$ cat src/rtl/gb_bus_pkg.sv
// Shared bus definitions for the DMA/CPU memory arbitration slice.
// Contents:
//   bus_tag_t        - tag that travels alongside a CPU read until its data returns
//   ADDR_IDLE        - address value meaning "no access" on any bus
//   OPEN_BUS         - value returned for reads that reach no device
//   IO_BASE_DEFAULT  - lowest address decoded onto the I/O bus
//   OAM_BASE         - start of object attribute memory (DMA destination)
package gb_bus_pkg;

    typedef enum logic [1:0] {
        TAG_NONE,
        TAG_CPU_EXT,
        TAG_CPU_IO,
        TAG_CPU_BLK
    } bus_tag_t;

    localparam logic [15:0] ADDR_IDLE       = 16'hFFFF;
    localparam logic [7:0]  OPEN_BUS        = 8'hFF;
    localparam logic [15:0] IO_BASE_DEFAULT = 16'hFF00;
    localparam logic [15:0] OAM_BASE        = 16'hFE00;

endpackage

$ cat src/rtl/mem_if.sv
// Byte-wide memory port bundle.
// Signals:
//   addr_select  - 16-bit address, ADDR_IDLE when no access
//   write_enable - 1 = write cycle, 0 = read cycle
//   write_value  - write data
//   read_out     - read data returned to the requester
// Modports: master drives the request and receives read_out,
//           slave receives the request and drives read_out.
interface mem_if;
    logic [15:0] addr_select;
    logic        write_enable;
    logic [7:0]  write_value;
    logic [7:0]  read_out;

    modport master (output addr_select, output write_enable, output write_value,
                    input read_out);
    modport slave  (input addr_select, input write_enable, input write_value,
                    output read_out);
endinterface

$ cat src/rtl/dma_bus_arbiter_tag_pipe.sv
// Fixed-depth shift register of bus_tag_t values. A tag written at tag_in
// appears at tag_out DEPTH clock edges later, aligned with the read data
// of the downstream bus it describes.
// Ports:
//   clk, rst - clock, synchronous active-high reset (all stages -> TAG_NONE)
//   tag_in   - tag for the access presented this cycle
//   tag_out  - tag leaving the pipe this cycle
module bus_tag_pipe
    import gb_bus_pkg::*;
#(
    parameter int DEPTH = 2
) (
    input  logic     clk,
    input  logic     rst,
    input  bus_tag_t tag_in,
    output bus_tag_t tag_out
);

    bus_tag_t stages [DEPTH];

    always_ff @(posedge clk) begin
        if (rst) begin
            for (int i = 0; i < DEPTH; i++) begin
                stages[i] <= TAG_NONE;
            end
        end else begin
            stages[0] <= tag_in;
            for (int i = 1; i < DEPTH; i++) begin
                stages[i] <= stages[i-1];
            end
        end
    end

    assign tag_out = stages[DEPTH-1];

endmodule

$ cat src/rtl/dma_bus_arbiter.sv
// Arbitrates the CPU and OAM DMA masters onto the external/video bus and
// the I/O bus, and enforces the DMA lockout on the CPU.
// Ports:
//   clk, rst      - clock, synchronous active-high reset
//   cpu_req       - CPU memory requests (slave side)
//   dma_req       - DMA engine requests; addr_select == ADDR_IDLE when idle
//   ext_bus       - external/video bus (0x0000 - IO_BASE-1), master side
//   io_bus        - I/O + HRAM + IE bus (IO_BASE - 0xFFFF), master side
//   dma_busy      - CPU lockout from external bus in effect
//   blocked_count - saturating count of cycles a CPU external access was blocked
// Bus requests are combinational from the masters' requests; read data for
// the CPU is captured on the edge that closes the cycle in which the bus
// returns it (READ_LATENCY cycles after the address was presented).
module dma_bus_arbiter
    import gb_bus_pkg::*;
#(
    parameter int          READ_LATENCY = 2,
    parameter int          DMA_TAIL     = 2,
    parameter logic [15:0] IO_BASE      = IO_BASE_DEFAULT
) (
    input  logic       clk,
    input  logic       rst,
    mem_if.slave       cpu_req,
    mem_if.slave       dma_req,
    mem_if.master      ext_bus,
    mem_if.master      io_bus,
    output logic       dma_busy,
    output logic [7:0] blocked_count
);

    localparam int TAIL_W = (DMA_TAIL < 2) ? 1 : $clog2(DMA_TAIL + 1);

    logic [TAIL_W-1:0] tail_q;
    logic              dma_act;
    logic              cpu_io;
    logic              cpu_idle;
    logic              blocked;
    bus_tag_t          tag_in;
    bus_tag_t          tag_out;

    // Reset gates dma_act so both buses fall idle while rst is high,
    // not one edge later.
    assign dma_act  = !rst && (dma_req.addr_select != ADDR_IDLE);
    assign dma_busy = dma_act || (tail_q != '0);
    assign cpu_io   = cpu_req.addr_select >= IO_BASE;
    assign cpu_idle = cpu_req.addr_select == ADDR_IDLE;
    assign blocked  = dma_busy && !cpu_io && !cpu_idle;

    // External bus: DMA has absolute priority; the CPU only gets it once
    // the lockout tail has drained.
    always_comb begin
        ext_bus.addr_select  = ADDR_IDLE;
        ext_bus.write_enable = 1'b0;
        ext_bus.write_value  = 8'h00;
        if (dma_act) begin
            ext_bus.addr_select  = dma_req.addr_select;
            ext_bus.write_enable = dma_req.write_enable;
            ext_bus.write_value  = dma_req.write_value;
        end else if (!rst && !dma_busy && !cpu_io) begin
            ext_bus.addr_select  = cpu_req.addr_select;
            ext_bus.write_enable = cpu_req.write_enable;
            ext_bus.write_value  = cpu_req.write_value;
        end
    end

    // I/O bus belongs to the CPU alone, DMA or not.
    always_comb begin
        io_bus.addr_select  = ADDR_IDLE;
        io_bus.write_enable = 1'b0;
        io_bus.write_value  = 8'h00;
        if (!rst && cpu_io) begin
            io_bus.addr_select  = cpu_req.addr_select;
            io_bus.write_enable = cpu_req.write_enable;
            io_bus.write_value  = cpu_req.write_value;
        end
    end

    // Only CPU reads need a tag; writes and idle cycles push TAG_NONE so
    // read_out keeps its last value.
    always_comb begin
        tag_in = TAG_NONE;
        if (!rst && !cpu_idle && !cpu_req.write_enable) begin
            if (cpu_io) begin
                tag_in = TAG_CPU_IO;
            end else if (dma_busy) begin
                tag_in = TAG_CPU_BLK;
            end else begin
                tag_in = TAG_CPU_EXT;
            end
        end
    end

    bus_tag_pipe #(
        .DEPTH (READ_LATENCY)
    ) u_tag_pipe (
        .clk     (clk),
        .rst     (rst),
        .tag_in  (tag_in),
        .tag_out (tag_out)
    );

    assign dma_req.read_out = rst ? OPEN_BUS : ext_bus.read_out;

    always_ff @(posedge clk) begin
        if (rst) begin
            tail_q           <= '0;
            blocked_count    <= 8'h00;
            cpu_req.read_out <= OPEN_BUS;
        end else begin
            if (dma_act) begin
                tail_q <= TAIL_W'(DMA_TAIL);
            end else if (tail_q != '0) begin
                tail_q <= tail_q - 1'b1;
            end

            if (blocked && (blocked_count != 8'hFF)) begin
                blocked_count <= blocked_count + 8'h01;
            end

            case (tag_out)
                TAG_CPU_EXT: cpu_req.read_out <= ext_bus.read_out;
                TAG_CPU_IO:  cpu_req.read_out <= io_bus.read_out;
                TAG_CPU_BLK: cpu_req.read_out <= OPEN_BUS;
                default:     cpu_req.read_out <= cpu_req.read_out;
            endcase
        end
    end

endmodule

$ cat src/flat_wrapper.sv
// flat-port wrapper written by rule: the top's interface ports become plain ports
module dma_bus_arbiter_flat import gb_bus_pkg::*;
#(
    parameter int          READ_LATENCY = 2,
    parameter int          DMA_TAIL     = 2,
    parameter logic [15:0] IO_BASE      = IO_BASE_DEFAULT
)
  (clk, rst, dma_busy, blocked_count, cpu_req_addr_select, cpu_req_write_enable, cpu_req_write_value, cpu_req_read_out, dma_req_addr_select, dma_req_write_enable, dma_req_write_value, dma_req_read_out, ext_bus_addr_select, ext_bus_write_enable, ext_bus_write_value, ext_bus_read_out, io_bus_addr_select, io_bus_write_enable, io_bus_write_value, io_bus_read_out);
  mem_if cpu_req_i ();
  mem_if dma_req_i ();
  mem_if ext_bus_i ();
  mem_if io_bus_i ();
  input  logic clk;
  input  logic rst;
  output logic dma_busy;
  output logic [7:0] blocked_count;
  input wire logic [$bits(cpu_req_i.addr_select)-1:0] cpu_req_addr_select;
  input wire logic [$bits(cpu_req_i.write_enable)-1:0] cpu_req_write_enable;
  input wire logic [$bits(cpu_req_i.write_value)-1:0] cpu_req_write_value;
  output wire logic [$bits(cpu_req_i.read_out)-1:0] cpu_req_read_out;
  input wire logic [$bits(dma_req_i.addr_select)-1:0] dma_req_addr_select;
  input wire logic [$bits(dma_req_i.write_enable)-1:0] dma_req_write_enable;
  input wire logic [$bits(dma_req_i.write_value)-1:0] dma_req_write_value;
  output wire logic [$bits(dma_req_i.read_out)-1:0] dma_req_read_out;
  output wire logic [$bits(ext_bus_i.addr_select)-1:0] ext_bus_addr_select;
  output wire logic [$bits(ext_bus_i.write_enable)-1:0] ext_bus_write_enable;
  output wire logic [$bits(ext_bus_i.write_value)-1:0] ext_bus_write_value;
  input wire logic [$bits(ext_bus_i.read_out)-1:0] ext_bus_read_out;
  output wire logic [$bits(io_bus_i.addr_select)-1:0] io_bus_addr_select;
  output wire logic [$bits(io_bus_i.write_enable)-1:0] io_bus_write_enable;
  output wire logic [$bits(io_bus_i.write_value)-1:0] io_bus_write_value;
  input wire logic [$bits(io_bus_i.read_out)-1:0] io_bus_read_out;
  assign cpu_req_i.addr_select = cpu_req_addr_select;
  assign cpu_req_i.write_enable = cpu_req_write_enable;
  assign cpu_req_i.write_value = cpu_req_write_value;
  assign cpu_req_read_out = cpu_req_i.read_out;
  assign dma_req_i.addr_select = dma_req_addr_select;
  assign dma_req_i.write_enable = dma_req_write_enable;
  assign dma_req_i.write_value = dma_req_write_value;
  assign dma_req_read_out = dma_req_i.read_out;
  assign ext_bus_addr_select = ext_bus_i.addr_select;
  assign ext_bus_write_enable = ext_bus_i.write_enable;
  assign ext_bus_write_value = ext_bus_i.write_value;
  assign ext_bus_i.read_out = ext_bus_read_out;
  assign io_bus_addr_select = io_bus_i.addr_select;
  assign io_bus_write_enable = io_bus_i.write_enable;
  assign io_bus_write_value = io_bus_i.write_value;
  assign io_bus_i.read_out = io_bus_read_out;
  dma_bus_arbiter #(.READ_LATENCY(READ_LATENCY), .DMA_TAIL(DMA_TAIL), .IO_BASE(IO_BASE)) u_core (.clk(clk), .rst(rst), .cpu_req(cpu_req_i), .dma_req(dma_req_i), .ext_bus(ext_bus_i), .io_bus(io_bus_i), .dma_busy(dma_busy), .blocked_count(blocked_count));
endmodule
$ cat config.mk
export PLATFORM = sky130hd
export DESIGN_NAME = dma_bus_arbiter_flat
export DESIGN_NICKNAME = d
export VERILOG_FILES = /design/src/rtl/gb_bus_pkg.sv /design/src/rtl/mem_if.sv /design/src/rtl/dma_bus_arbiter_tag_pipe.sv /design/src/rtl/dma_bus_arbiter.sv /design/src/flat_wrapper.sv
export SDC_FILE = /design/constraint.sdc
export NUM_CORES = 1
export LEC_CHECK = 0
export BUFFER_PORTS_ARGS = -buffer_cell sky130_fd_sc_hd__buf_2
export CORE_ASPECT_RATIO = 1.5
export CORE_MARGIN = 3
export CORE_UTILIZATION = 37
export DETAILED_ROUTE_END_ITERATION = 12
export HOLD_SLACK_MARGIN = 0.1
export PLACE_DENSITY_LB_ADDON = 0.12
export SLEW_MARGIN = 20
export SYNTH_ARGS = -nofsm -noshare
export SYNTH_HDL_FRONTEND = slang
export SYNTH_SLANG_ARGS = --single-unit
$ cat constraint.sdc
create_clock -name clk -period 2.6 [get_ports clk]
set_input_delay 0.39 -clock clk [delete_from_list [all_inputs] [get_ports clk]]
set_output_delay 0.39 -clock clk [all_outputs]
set_load 0.02 [all_outputs]
# [After elaboration in Yosys (flattened, before gate mapping)]
# Memory sizes are Yosys's and may differ from the RTL's.
# Cells that the tools add are included.
# W data, S select, Z words.
[totals] ff_bits=18 ram_bits=4 in_bits=68 out_inout_bits=75 wordCells=56 mem_count=1
[classes] addsub=2 order_cmp=1 eq_ne=6 muxes=21 bitwise=2 reduce_logical=19
[memory_table] name="u_core.u_tag_pipe.stages" depth=2 width=2 rd=2 rd_ports_with_merged_regs=0 write_ports=2 line_no="dma_bus_arbiter_tag_pipe.sv:19" source="bus_tag_t stages [DEPTH];"
[op_table] operator="$mux W16" n=3
[op_table] operator="$mux W8" n=4
[op_table] operator="$pmux W8 S3" n=1
[op_table] operator="$eq A16 B16 Y1 const B" n=1
[op_table] operator="$ge A16 B16 Y1 const B" n=1
[op_table] operator="$ne A16 B16 Y1 const B" n=1
[op_table] operator="$mux W2" n=7
[op_table] operator="$logic_and A1 B1 Y1" n=9
[op_table] operator="$add A8 B1 Y8 const B" n=1
[op_table] operator="$ne A8 B8 Y1 const B" n=1
[op_table] operator="$mux W1" n=6
[op_table] operator="$logic_not A1 Y1" n=5
[op_table] operator="$eq A2 B2 Y1 const B" n=2
[op_table] operator="$reduce_bool A2 Y1" n=2
[op_table] operator="$reduce_bool A3 Y1" n=1
[op_table] operator="$eq A2 B1 Y1 const B" n=1
[op_table] operator="$or A1 B1 Y1" n=2
[op_table] operator="$reduce_or A2 Y1" n=1
[op_table] operator="$sub A2 B1 Y2 const B" n=1
[op_table] operator="$logic_or A1 B1 Y1" n=1

# [Longest topological paths before layout]
[logic_depth] ltp_word=8 mapped_depth=6 ltp_nobuf=5

# [Hierarchy]
# From an unflattened synthesis, not the netlist that was laid out.
[hier_totals] cells_unflattened=200 hier_area_um2=1601.5
[by_module_without_submodules] module="dma_bus_arbiter" instances=1 cells_per_inst=190 area_each_um2=1481.4 seq_area_each_um2=360.3
[by_module_without_submodules] module="bus_tag_pipe" instances=1 cells_per_inst=10 area_each_um2=120.1 seq_area_each_um2=80.1

# [Worst setup path after synthesis]
# No wires, ideal clock.
[synth_timing] path_type="input port to output port" from="input dma_req_addr_select[7]" to="output ext_bus_addr_select[0]" arrival_time_ns=1.778 t_required_ns=2.210 setup_slack_ns=0.432 path_stages=6 n_path_buf=1 cell_sequence="nand4_1 nor4_4 nand3b_4 or2_1 buf_2 o22a_1"
[synth_between] elab_chain_cells=8
[synth_lines] item="start: declaration" line_no="flat_wrapper.sv:21" source="input wire logic [$bits(dma_req_i.addr_select)-1:0] dma_req_addr_select;"
[synth_lines] item="$ne A16 B16 Y1 *" line_no="dma_bus_arbiter.sv:43" source="assign dma_act = !rst && (dma_req.addr_select != ADDR_IDLE);"
[synth_lines] item="$logic_and A1 B1 Y1 *" line_no="dma_bus_arbiter.sv:43"
[synth_lines] item="$logic_or A1 B1 Y1" line_no="dma_bus_arbiter.sv:44" source="assign dma_busy = dma_act || (tail_q != '0);"
[synth_lines] item="$logic_not A1 Y1" line_no="dma_bus_arbiter.sv:59" source="end else if (!rst && !dma_busy && !cpu_io) begin"
[synth_lines] item="$logic_and A1 B1 Y1 (2 in series)" line_no="dma_bus_arbiter.sv:59"
[synth_lines] item="$mux W16" line_no="dma_bus_arbiter.sv:59"
[synth_lines] item="$mux W16 *" line_no="dma_bus_arbiter.sv:55" source="if (dma_act) begin"
[synth_lines] item="end: declaration" line_no="flat_wrapper.sv:25" source="output wire logic [$bits(ext_bus_i.addr_select)-1:0] ext_bus_addr_select;"
# Every way passes the cells marked *; elsewhere a longest branch is shown, timed or not.

# [Worst setup path in the final report]
[layout_timing] from="input dma_req_addr_select[7]" to="output ext_bus_addr_select[7]"
[layout_between] elab_chain_cells=8
[layout_lines] item="$ne A16 B16 Y1" line_no="dma_bus_arbiter.sv:43"
[layout_lines] item="$logic_and A1 B1 Y1" line_no="dma_bus_arbiter.sv:43"
[layout_lines] item="$logic_or A1 B1 Y1" line_no="dma_bus_arbiter.sv:44"
[layout_lines] item="$logic_not A1 Y1" line_no="dma_bus_arbiter.sv:59"
[layout_lines] item="$logic_and A1 B1 Y1 (2 in series)" line_no="dma_bus_arbiter.sv:59"
[layout_lines] item="$mux W16" line_no="dma_bus_arbiter.sv:59"
[layout_lines] item="$mux W16 *" line_no="dma_bus_arbiter.sv:55"
# Marks and branches as above.

==> impl_metrics.json <==
{
  "cap_violations": 0,
  "end_kind": "output pin",
  "io_pins": 143,
  "final_nets": 383,
  "peakVddDrop_uv": 545,
  "cts_resized": 0,
  "power_mw": 0.933,
  "yosys_register_bits": 22,
  "grt_pass1_wl_um": 8170,
  "viasPerCell": 5.11,
  "start_kind": "input port",
  "antenna_found_initial": 0,
  "report.final.slew_viol_count": 0,
  "hold_viol": 0,
  "die_h_um": 85.0,
  "dp_cells": 354,
  "syn_inst": 183,
  "slew_headroom_pct": 55.4,
  "rows": 28,
  "start_util_pct": 38.6,
  "status": "complete, no violations",
  "worstSetupPathType": "in2out",
  "holdPathStages": 2,
  "p_leak_nw": 1.09,
  "place_ws_ps": 280,
  "fill_cells": 390,
  "clock-sinks": 22,
  "clkLatencyLatePin_ps": 260,
  "drt-pass1-iter-count": 4,
  "max_freq_mhz": 432,
  "ys.warnings.count": 0,
  "worst_slew_pin_slew_ps": 669,
  "min_period_ps": 2310,
  "drtAntennaViolNets": 0,
  "h-tree-depth": 1,
  "p_per_area_mw_per_mm2": 407,
  "die_w_um": 58.7,
  "min_period_over_period_pct": 89.0,
  "ctsHoldBuffers": 0,
  "yosysUniqueCellTypes": 35,
  "routed_wl_um": 5070,
  "post_synth.cell_area_avg_sq_um": 8.42,
  "wl_per_cell_um": 14.2,
  "gp_congestion": 0.777,
  "cts_buffer_depth": 2,
  "overflow": 0,
  "final_cells": 358,
  "synthArstFlopShare_pct": 0,
  "fin_skew_ps": 5.24,
  "crit_fanout": 10,
  "track_usage_pct": 20.4,
  "grt_max_degree": 24,
  "min_path_type": "in2reg",
  "final.setup.tns_ps": 0,
  "reg2reg_depth": 5,
  "synthFlopType": "dfxtp_1",
  "netlist.area_leader.share_pct": 28.6,
  "n_antenna_cell": 0,
  "syn-cell-area_sq_mm": 0.00154,
  "area_growth_pct": 49.0,
  "post_cts.repair.setup_buffers": 0,
  "cts-buffers-inserted": 3,
  "synth-seq-area-share_pct": 28.6,
  "multi_input_area_sq_mm": 0.00101,
  "cts_tree": "yes",
  "first_global_vias": 1815,
  "setup_ws_ps": 286,
  "regArea_sq_um": 440,
  "first_iter_violations": 66,
  "clock-root-buffer": "clkbuf_8",
  "drive_gt1_share_pct": 53.0,
  "drc": 0,
  "place_hpwl_um": 4300,
  "die_area_sq_mm": 0.00499,
  "yosysMostFrequentCell": "dfxtp_1",
  "crit_required_ps": 2210,
  "port_buffers": 134,
  "synth_area_leaders": "dfxtp_1 (29%), o22a_1 (9.1%), mux2_2 (8.0%), nand2b_1 (6.9%), a22o_1 (5.1%)",
  "arrival_ps": 1920,
  "rsz0062_at_grt": "false",
  "ys_top_cells_by_count": "dfxtp_1 (22), nand2b_1 (17), o22a_1 (16)",
  "design.core.area_sq_mm": 0.00399,
  "clk_pin_slew_worst_paths_ps": 80,
  "synth_area_leader_cell": "dfxtp_1",
  "num_vias": 1829,
  "synth_edf_count": 0,
  "whs_ps": 335,
  "setup_viol": 0
}
## state kept, by name, summed over array words and instances (netlist names)
register	cells
u_core.u_tag_pipe.stages	4
u_core.blocked_count	8
u_core.tail_q	2
u_core.cpu_req.read_out	8
## layout make-up
type | count | area share, %
multi-input combinational | 145 | 43.9
timing repair buffer | 139 | 30.9
sequential | 22 | 19.2
tap | 45 | 2.45
clock buffer | 3 | 1.80
clock inverter | 1 | 1.31
inverter | 3 | 0.491
## cells by family after synthesis
kind of cell             synth area share [%]
multiplexers                             8.69
XOR/XNOR                                0.569
flip-flops                               28.6
AND/OR/NAND/NOR                          31.0
other                                   0.243
AO/OA/AOI/OAI                            22.4
buffers and inverters                    7.72
adder cells (fa/ha/maj)                 0.812
## cells in the final DEF (no fill, tap or decap), types with 9 or more instances in the layout
cell type,synthesis,routed
dfxtp_1,22,22
buf_2,2,134
nand4_1,11,11
and2_1,9,9
mux2_2,11,11
a22o_1,9,9
o22a_1,16,16
nand2b_1,17,17
nor2_1,14,14
## where the power goes
group | internal (mW) | total [mW] | switching [mW]
Combinational | 0.115 | 0.255 | 0.141
Clock | 0.206 | 0.313 | 0.107
Sequential | 0.352 | 0.365 | 0.0128
## per-stage QoR
stage,cell area [sq um],util [%]
floorplan,1570,-
global placement,2220,55.7
detailed placement,2220,55.7
CTS,2290,57.5
global route,2290,57.5
finish,2290,57.5
## critical path, cell delays in order
cell      delay [ps]
buf_2             90
nand4_1          150
nor4_4           370
nand3b_4         200
or2_1            350
o22a_1           220
buf_2            160
## routing by layer
metal  vias up  track usage (%)  wire length (um)
met2        80             38.7              2810
met1       824             21.7              1810
met4         0             5.77                95
met3        11             4.57               354
met5         -                0                 0
li1        914                -                 -
## path summary, 6_finish.rpt
check	start	to	slack [ps]
worst max-delay path	dma_req_addr_select[7]	ext_bus_addr_select[7]	290
worst min-delay path	cpu_req_write_enable	u_core.u_tag_pipe.stages[0][0]$_SDFF_PP0_	340
worst max register to register	u_core.blocked_count[0]$_SDFFE_PP0P_	u_core.blocked_count[5]$_SDFFE_PP0P_	580
worst min register to register	u_core.u_tag_pipe.stages[0][1]$_SDFF_PP0_	u_core.u_tag_pipe.stages[0][3]$_SDFF_PP0_	440
No activity file was read; power rests on OpenSTA's default activity.
